$ cat config.mk
export PLATFORM = sky130hd
export DESIGN_NAME = pll_lock_supervisor
export DESIGN_NICKNAME = d
export VERILOG_FILES = /design/src/rtl/pll_sup_pkg.sv /design/src/rtl/pll_lock_supervisor_lock_sync.sv /design/src/rtl/pll_lock_supervisor.sv
export SDC_FILE = /design/constraint.sdc
export NUM_CORES = 1
export LEC_CHECK = 0
export CAP_MARGIN = 20
export CORE_MARGIN = 5
export CORE_UTILIZATION = 55
export CTS_BUF_LIST = sky130_fd_sc_hd__clkbuf_4 sky130_fd_sc_hd__clkbuf_8
export DETAILED_ROUTE_END_ITERATION = 7
export PLACE_DENSITY_LB_ADDON = 0.2
export SLEW_MARGIN = 40
export SYNTH_ARGS = -nofsm -noshare
export SYNTH_HDL_FRONTEND = slang
export SYNTH_SLANG_ARGS = --single-unit
$ cat constraint.sdc
create_clock -name clk -period 2.1 [get_ports clk]
set_input_delay 0.315 -clock clk [delete_from_list [all_inputs] [get_ports clk]]
set_output_delay 0.315 -clock clk [all_outputs]
set_load 0.005 [all_outputs]
$ cat src/rtl/pll_sup_pkg.sv
// Package: pll_sup_pkg
// Shared types and constants for the PLL lock supervisor.
//   pll_state_e    : supervisor FSM state encoding (exported on the debug state port)
//   LOSS_COUNT_MAX : saturation value of the lock-loss counter
//   cnt_width()    : width of the shared phase counter for a given largest cycle count
//   max_of()       : helper to pick the largest of the cycle-count parameters
package pll_sup_pkg;

    typedef enum logic [2:0] {
        PLL_RST   = 3'd0,
        WAIT_LOCK = 3'd1,
        FILTER    = 3'd2,
        HOLD      = 3'd3,
        RUN       = 3'd4,
        FAIL      = 3'd5
    } pll_state_e;

    localparam logic [7:0] LOSS_COUNT_MAX = 8'd255;

    function automatic int unsigned max_of(input int unsigned a, input int unsigned b);
        return (a > b) ? a : b;
    endfunction

    // Bits needed to hold 0..max_val; never narrower than one bit.
    function automatic int unsigned cnt_width(input int unsigned max_val);
        int unsigned w;
        w = $clog2(max_val + 1);
        return (w == 0) ? 1 : w;
    endfunction

endpackage

$ cat src/rtl/pll_lock_supervisor_lock_sync.sv
// Module: lock_sync
// Two-flop synchroniser for the asynchronous PLL LOCK signal, with a synchronous clear so
// that a stale lock level cannot leak across a supervisor reset.
//   clk   in  : destination clock
//   clear in  : synchronous, active-high; forces both stages to 0
//   d     in  : asynchronous input
//   q     out : synchronised output, two cycles behind d
module lock_sync (
    input  logic clk,
    input  logic clear,
    input  logic d,
    output logic q
);

    logic meta;

    always_ff @(posedge clk) begin
        if (clear) begin
            meta <= 1'b0;
            q    <= 1'b0;
        end else begin
            meta <= d;
            q    <= meta;
        end
    end

endmodule

$ cat src/rtl/pll_lock_supervisor.sv
// Module: pll_lock_supervisor
// Sequences a PLL and the downstream reset tree: pulses the PLL reset, waits for and
// qualifies lock, holds the system reset a while longer, then releases it. Any lock loss
// restarts the sequence. Runs on the PLL reference clock, never on a PLL output.
// Optional feature: define PLL_WATCHDOG_EN to enable the WAIT_LOCK timeout/retry watchdog;
// without it WAIT_LOCK waits forever and fail/retries are tied to 0.
// Ports:
//   clk        in      PLL reference clock
//   reset      in      synchronous, active-high
//   pll_lock   in      PLL LOCK, asynchronous to clk
//   pll_reset  out     PLL RESET drive
//   sys_reset  out     synchronous active-high reset for downstream logic
//   ready      out     high only in RUN
//   fail       out     watchdog gave up (watchdog build only)
//   retries    out [3] timeouts since last RUN (watchdog build only)
//   loss_count out [8] lock losses seen in RUN, saturating
//   state      out [3] current FSM state
module pll_lock_supervisor
    import pll_sup_pkg::*;
#(
    parameter int unsigned RST_PULSE_CYCLES   = 16,
    parameter int unsigned LOCK_FILTER_CYCLES = 1024,
    parameter int unsigned HOLD_CYCLES        = 4096,
    parameter int unsigned TIMEOUT_CYCLES     = 500000,
    parameter int unsigned MAX_RETRIES        = 7
) (
    input  logic       clk,
    input  logic       reset,
    input  logic       pll_lock,
    output logic       pll_reset,
    output logic       sys_reset,
    output logic       ready,
    output logic       fail,
    output logic [2:0] retries,
    output logic [7:0] loss_count,
    output logic [2:0] state
);

    localparam int unsigned MAX_PARAM = max_of(max_of(max_of(RST_PULSE_CYCLES,
                                                             LOCK_FILTER_CYCLES),
                                                      max_of(HOLD_CYCLES, TIMEOUT_CYCLES)),
                                               MAX_RETRIES);
    localparam int unsigned CNT_W = cnt_width(MAX_PARAM);

    localparam logic [CNT_W-1:0] RST_LAST    = CNT_W'(RST_PULSE_CYCLES - 1);
    localparam logic [CNT_W-1:0] FILTER_LAST = CNT_W'(LOCK_FILTER_CYCLES - 1);
    localparam logic [CNT_W-1:0] HOLD_LAST   = CNT_W'(HOLD_CYCLES - 1);

    logic             lock_s;
    logic [CNT_W-1:0] cnt;
    pll_state_e       state_q;
    pll_state_e       state_d;

    lock_sync u_lock_sync (
        .clk   (clk),
        .clear (reset),
        .d     (pll_lock),
        .q     (lock_s)
    );

`ifdef PLL_WATCHDOG_EN
    localparam logic [CNT_W-1:0] TIMEOUT_LAST = CNT_W'(TIMEOUT_CYCLES - 1);
    localparam logic [2:0]       RETRY_LIMIT  = 3'(MAX_RETRIES);

    logic [2:0] retries_q;
    logic [2:0] retries_d;
    logic       fail_q;

    assign retries = retries_q;
    assign fail    = fail_q;
`else
    assign retries = 3'd0;
    assign fail    = 1'b0;
`endif

    assign state = state_q;

    always_comb begin
        state_d = state_q;
`ifdef PLL_WATCHDOG_EN
        retries_d = retries_q;
`endif
        unique case (state_q)
            PLL_RST: begin
                if (cnt == RST_LAST) state_d = WAIT_LOCK;
            end
            WAIT_LOCK: begin
                // A lock seen on the timeout cycle still wins over the retry.
                if (lock_s) begin
                    state_d = FILTER;
                end
`ifdef PLL_WATCHDOG_EN
                else if (cnt == TIMEOUT_LAST) begin
                    retries_d = retries_q + 3'd1;
                    state_d   = (retries_d == RETRY_LIMIT) ? FAIL : PLL_RST;
                end
`endif
            end
            FILTER: begin
                if (!lock_s)                 state_d = WAIT_LOCK;
                else if (cnt == FILTER_LAST) state_d = HOLD;
            end
            HOLD: begin
                if (!lock_s)               state_d = WAIT_LOCK;
                else if (cnt == HOLD_LAST) state_d = RUN;
            end
            RUN: begin
                if (!lock_s) state_d = PLL_RST;
            end
            FAIL: begin
                state_d = FAIL;
            end
            default: state_d = PLL_RST;
        endcase
`ifdef PLL_WATCHDOG_EN
        if (state_d == RUN) retries_d = 3'd0;
`endif
    end

    // Outputs are decoded from the next state so they change on the same edge as the state.
    always_ff @(posedge clk) begin
        if (reset) begin
            state_q    <= PLL_RST;
            cnt        <= '0;
            pll_reset  <= 1'b1;
            sys_reset  <= 1'b1;
            ready      <= 1'b0;
            loss_count <= 8'd0;
`ifdef PLL_WATCHDOG_EN
            retries_q  <= 3'd0;
            fail_q     <= 1'b0;
`endif
        end else begin
            state_q   <= state_d;
            cnt       <= (state_d != state_q) ? '0 : cnt + 1'b1;
            pll_reset <= (state_d == PLL_RST) || (state_d == FAIL);
            sys_reset <= (state_d != RUN);
            ready     <= (state_d == RUN);
            if (state_q == RUN && state_d == PLL_RST && loss_count != LOSS_COUNT_MAX) begin
                loss_count <= loss_count + 8'd1;
            end
`ifdef PLL_WATCHDOG_EN
            retries_q <= retries_d;
            fail_q    <= (state_d == FAIL);
`endif
        end
    end

endmodule

== After elaboration in Yosys (flattened, before gate mapping) ==
Index checks and enable logic that the tools add are counted.

* Register bits after elaboration: 35
* Input port bits: 3
* Output and inout port bits: 18
* Word-level logic and storage cells: 37

* Add/sub/neg operators: 2
* Equality and inequality tests: 13
* Mux-type cells: 8
* Reduce and logical (&&, ||, !) cells: 6

{| class="wikitable"
|+ Operators with widths
! kind !! number
|-
| $mux W3 || 7
|-
| $add A19 B1 Y19 const B || 1
|-
| $eq A19 B10 Y1 const B || 1
|-
| $eq A19 B12 Y1 const B || 1
|-
| $eq A19 B4 Y1 const B || 1
|-
| $pmux W3 S6 || 1
|-
| $eq A3 B3 Y1 const B || 4
|-
| $add A8 B1 Y8 const B || 1
|-
| $ne A8 B8 Y1 const B || 1
|-
| $eq A3 B2 Y1 const B || 2
|-
| $logic_not A3 Y1 || 2
|-
| $eq A3 B1 Y1 const B || 1
|-
| $ne A3 B3 Y1 || 1
|-
| $ne A3 B3 Y1 const B || 1
|-
| $logic_and A1 B1 Y1 || 2
|-
| $reduce_or A2 Y1 || 1
|-
| $logic_or A1 B1 Y1 || 1
|}

== Longest topological paths before layout ==
* Depth in word-level cells: 7
* Mapped depth: 7
* Depth with buffers taken out: 5

== Modules after synthesis ==
From an unflattened synthesis, not the netlist that was laid out.

* Cells, all modules: 190
* Area total of the unflattened synthesis: 1734.2 um^2

{| class="wikitable"
|+ By module, submodules not included
! module !! times used !! cells each !! area an instance (um^2) !! seq. area each (um^2)
|-
| pll_lock_supervisor || 1 || 186 || 1681.6 || 660.6
|-
| lock_sync || 1 || 4 || 52.6 || 40.0
|}

== Worst setup path before layout ==
OpenSTA, ideal clock, no wires.

* Path kind: register to register
* From: reg cnt[0]
* To: reg cnt[14]
* Setup time: 0.115 ns
* Arrival: 1.574 ns
* Data required time: 1.985 ns
* Setup slack: 0.411 ns
* Cell stages (with the launch flop): 8
* Buffers on the path: 2
* Period minus slack after synthesis: 1.689 ns
* Cells stage by stage: dfxtp_1 > ha_1 > and3_1 > clkbuf_1 > nand2_1 > o21ai_2 > buf_6 > nor2_1

* Cells in the longest elaborated chain, start to end: 6
* Elaborated cells between the ends (all ways): 12
* Those cells by class: add/sub: 1; eq/ne: 4; mux: 6; reduce/logical: 1

{| class="wikitable"
|+ Ends and longest elaborated chain
! item !! RTL line !! RTL
|-
| from (decl) || pll_lock_supervisor.sv:50 || <nowiki>logic [CNT_W-1:0] cnt;</nowiki>
|-
| from (signal assigned) || pll_lock_supervisor.sv:135 || <nowiki>cnt <= (state_d != state_q) ? '0 : cnt + 1'b1;</nowiki>
|-
| $eq A19 B12 Y1 / $eq A19 B10 Y1 (equally long branches) || pll_lock_supervisor.sv:105, pll_lock_supervisor.sv:101 ||
|-
| $mux W3, on equally long branches || pll_lock_supervisor.sv:105, pll_lock_supervisor.sv:101 ||
|-
| $mux W3, on equally long branches || pll_lock_supervisor.sv:104, pll_lock_supervisor.sv:100 ||
|-
| $pmux W3 S6 || pll_lock_supervisor.sv:83 || <nowiki>unique case (state_q)</nowiki>
|-
| $ne A3 B3 Y1 || pll_lock_supervisor.sv:135 ||
|-
| $reduce_or A2 Y1 (no source line) || n/a ||
|}

Parallel ways exist; a longest one is shown, timed or not.
A chain may end at the register's enable or synchronous reset.

== Worst setup path in the final report ==
* From: reg state_q[1], in the netlist state[1]
* To: out state[1]

{| class="wikitable"
|+ RTL lines
! item !! RTL line !! RTL
|-
| from (decl) || pll_lock_supervisor.sv:51 || <nowiki>pll_state_e state_q;</nowiki>
|-
| from (signal assigned) || pll_lock_supervisor.sv:134 || <nowiki>state_q <= state_d;</nowiki>
|-
| to (decl) || pll_lock_supervisor.sv:36 || <nowiki>output logic [2:0] state</nowiki>
|}

No word-level cell between the ends.

==> impl_results.md <==
- Status: finished clean
- Layout cells sized above 1: 9.756%
- CP Max Fanout: 14
- CTS resizes: 0
- Iter 0 DRT Violations: 68
- Crit-path cells: clkdlybuf4s50_1
- Synth top cells by count: dfxtp_1 (35), nor2_1 (14), xor2_1 (12)
- WP data required: 1.78 ns
- Grt ovf: 0
- Initial core utilization: 57.50%
- Most numerous cell in the Yosys netlist: dfxtp_1
- Fin crit period: 1.937 ns
- Global-route wire length before repair: 5947 microns
- Crit share post-route: 92.24%
- DP Worst Slack: 0.2656 ns
- Setup crit end kind: primary output
- Die width: 66.50 microns
- Num ports: 21
- Via count: 1431
- Final instance area: 0.001994 sq mm
- Power per standard cell area: 613.8 mW/mm^2
- N_diodes: 0
- Clock Tree Root: clkbuf_4
- Routed Antenna Nets: 0
- DRC Markers: 0
- Register bit total from synthesis: 35
- Relative slew slack: 64.67%
- Cell count after synthesis: 189
- P_leak: 0.6737 nW
- Area contributors post-synth: dfxtp_1 (40%), xor2_1 (6.0%), nand4_1 (3.6%), a211oi_1 (3.4%), nand3_1 (3.1%)
- Synth unique cells: 45
- Fmax: 516.3 MHz
- Dpl cell area: 0.001908 sq mm
- Max Cap Viol: 0
- Post-Syn Area: 0.001755 sq mm
- Fin worst setup slack: 0.1630 ns
- Top_reg_cell synth: dfxtp_1
- Slowest stage delay, CP: 0.67 ns
- Worst Hold Class: reg -> reg
- Slew @ Worst Pin: 0.5292 ns
- Vias in the first global route: 1373
- Post-layout util: 65.33%
- CTS tree: done
- DRT Pass-1 Iters: 4
- Die area: 0.004422 sq mm
- Placer Congestion: 0.7766
- Largest delay contributor family on the critical path: flip-flops
- Crit path buffers/inverters: 1
- CP Class: reg -> out
- Synth warn: 0
- H-Tree Depth: 2
- Sequential area share after synthesis: 39.91%
- Max-slew violation count: 0
- WP data arrival: 1.62 ns
- Synth async-reset ratio: 0%
- Setup Fix Bufs, Post-CTS: 0
- CP Launch Type: flip-flop
- Drt via density: 5.747
- Setup Skew: 0.007114 ns
- Max stage delay cell, worst path: dfxtp_1
- Yosys top cell by area: dfxtp_1
- Yosys top cell area share: 39.91%
- DRT Wirelength: 3601 microns
- Worst hold slack: 0.4507 ns
- Port Buffers: 16
- HPWL after detailed placement: 2577 microns
- Clock Tree Buf Depth: 2
- Initial antenna violation count: 0
- WL per Instance: 14.46 microns
- Layout area overhead: 13.61%
- Final Hold Fails: 0
- EDFF count, synth: 0
- Die height: 66.50 microns
- Setup TNS: 0 ns
- Num rows: 20
- Syn_area_per_cell: 9.288 sq um
- CTS Buf Count: 5
- VDD IR max: 0.3982 mV
- Clock latency on the worst-skew pair: 0.35 ns
- Total Routing Usage GR: 17.81%
- Clock Pin Slew Worst Setup and Hold Paths: 0.10 ns
- RSZ-0062 raised after global routing: no
- Cts hold-fix bufs: 0
- Pin count of the biggest net entering global routing: 20
- Final Setup Violations: 0
- Core footprint: 0.003053 sq mm
- Final nets: 209
- CTS Sinks: 35
==> cell families after synthesis <==
| group | share of synthesized area [%] |
|---|---|
| AND/OR/NAND/NOR | 26.87 |
| flip-flops | 39.91 |
| AO/OA/AOI/OAI | 15.68 |
| buffers and inverters | 6.771 |
| XOR/XNOR | 7.983 |
| adder cells (fa/ha/maj) | 1.425 |
| multiplexers | 1.140 |
| other | 0.2136 |
==> per-layer routing <==
layer / up-vias / wire length [microns] / global-route usage (%)
met5: - / 0 / 0
met4: 0 / 43 / 9.898
met3: 5 / 134 / 4.216
met2: 26 / 1752 / 28.87
met1: 675 / 1670 / 21.47
li1: 725 / - / -
==> flip-flops by register name, indices dropped and copies added (netlist names) <==
name and cells:
ready 1, state 3, sys_reset 1, loss_count 8
cnt 19, u_lock_sync.q 1, pll_reset 1, u_lock_sync.meta 1
==> layout make-up <==
type	count	area, sq um
fill	278	1059
multi-input combinational	137	947.2
sequential	35	700.7
timing repair buffer	19	182.7
tap	44	55.05
clock buffer	6	51.30
clock inverter	2	35.03
inverter	6	22.52
==> final timing paths <==
path	from	slack (ns)	endpoint	depth (start not counted)
setup reg to reg	cnt[14]$_SDFF_PP0_	0.24	cnt[9]$_SDFF_PP0_	4
hold reg to reg	u_lock_sync.meta$_SDFF_PP0_	0.45	u_lock_sync.q$_SDFF_PP0_	1
hold / removal	u_lock_sync.meta$_SDFF_PP0_	0.45	u_lock_sync.q$_SDFF_PP0_	1
setup / recovery	state[1]$_SDFF_PP0_	0.16	state[1]	1
==> stage by stage <==
stage	total power, W	cells
4_1_cts	0.001232	249
6_report	0.001224	249
5_1_grt	0.001265	249
2_1_floorplan	0.0007221	192
3_5_place_dp	0.0007271	241
3_3_place_gp	0.0007251	241
==> power breakdown <==
part / switching (W) / internal [W] / leakage, nW
registers: 0.00000669 / 0.000670 / 0.283
clock network: 0.000231 / 0.000281 / 0.0482
logic: 0.0000201 / 0.0000145 / 0.342
total: 0.000258 / 0.000966 / 0.674
==> layout by cell type, fill, tap and decap left out, types with 5 or more instances in the layout <==
cell type and instances:
a211oi_1 8, a21oi_1 7, clkbuf_4 5, clkdlybuf4s50_1 16, dfxtp_1 35, inv_1 6
nand2_1 8, nand3_1 11, nand4_1 10, nor2_1 14, nor2b_1 5, nor4_1 6
xor2_1 12
Power figures use the tool's default switching activity.
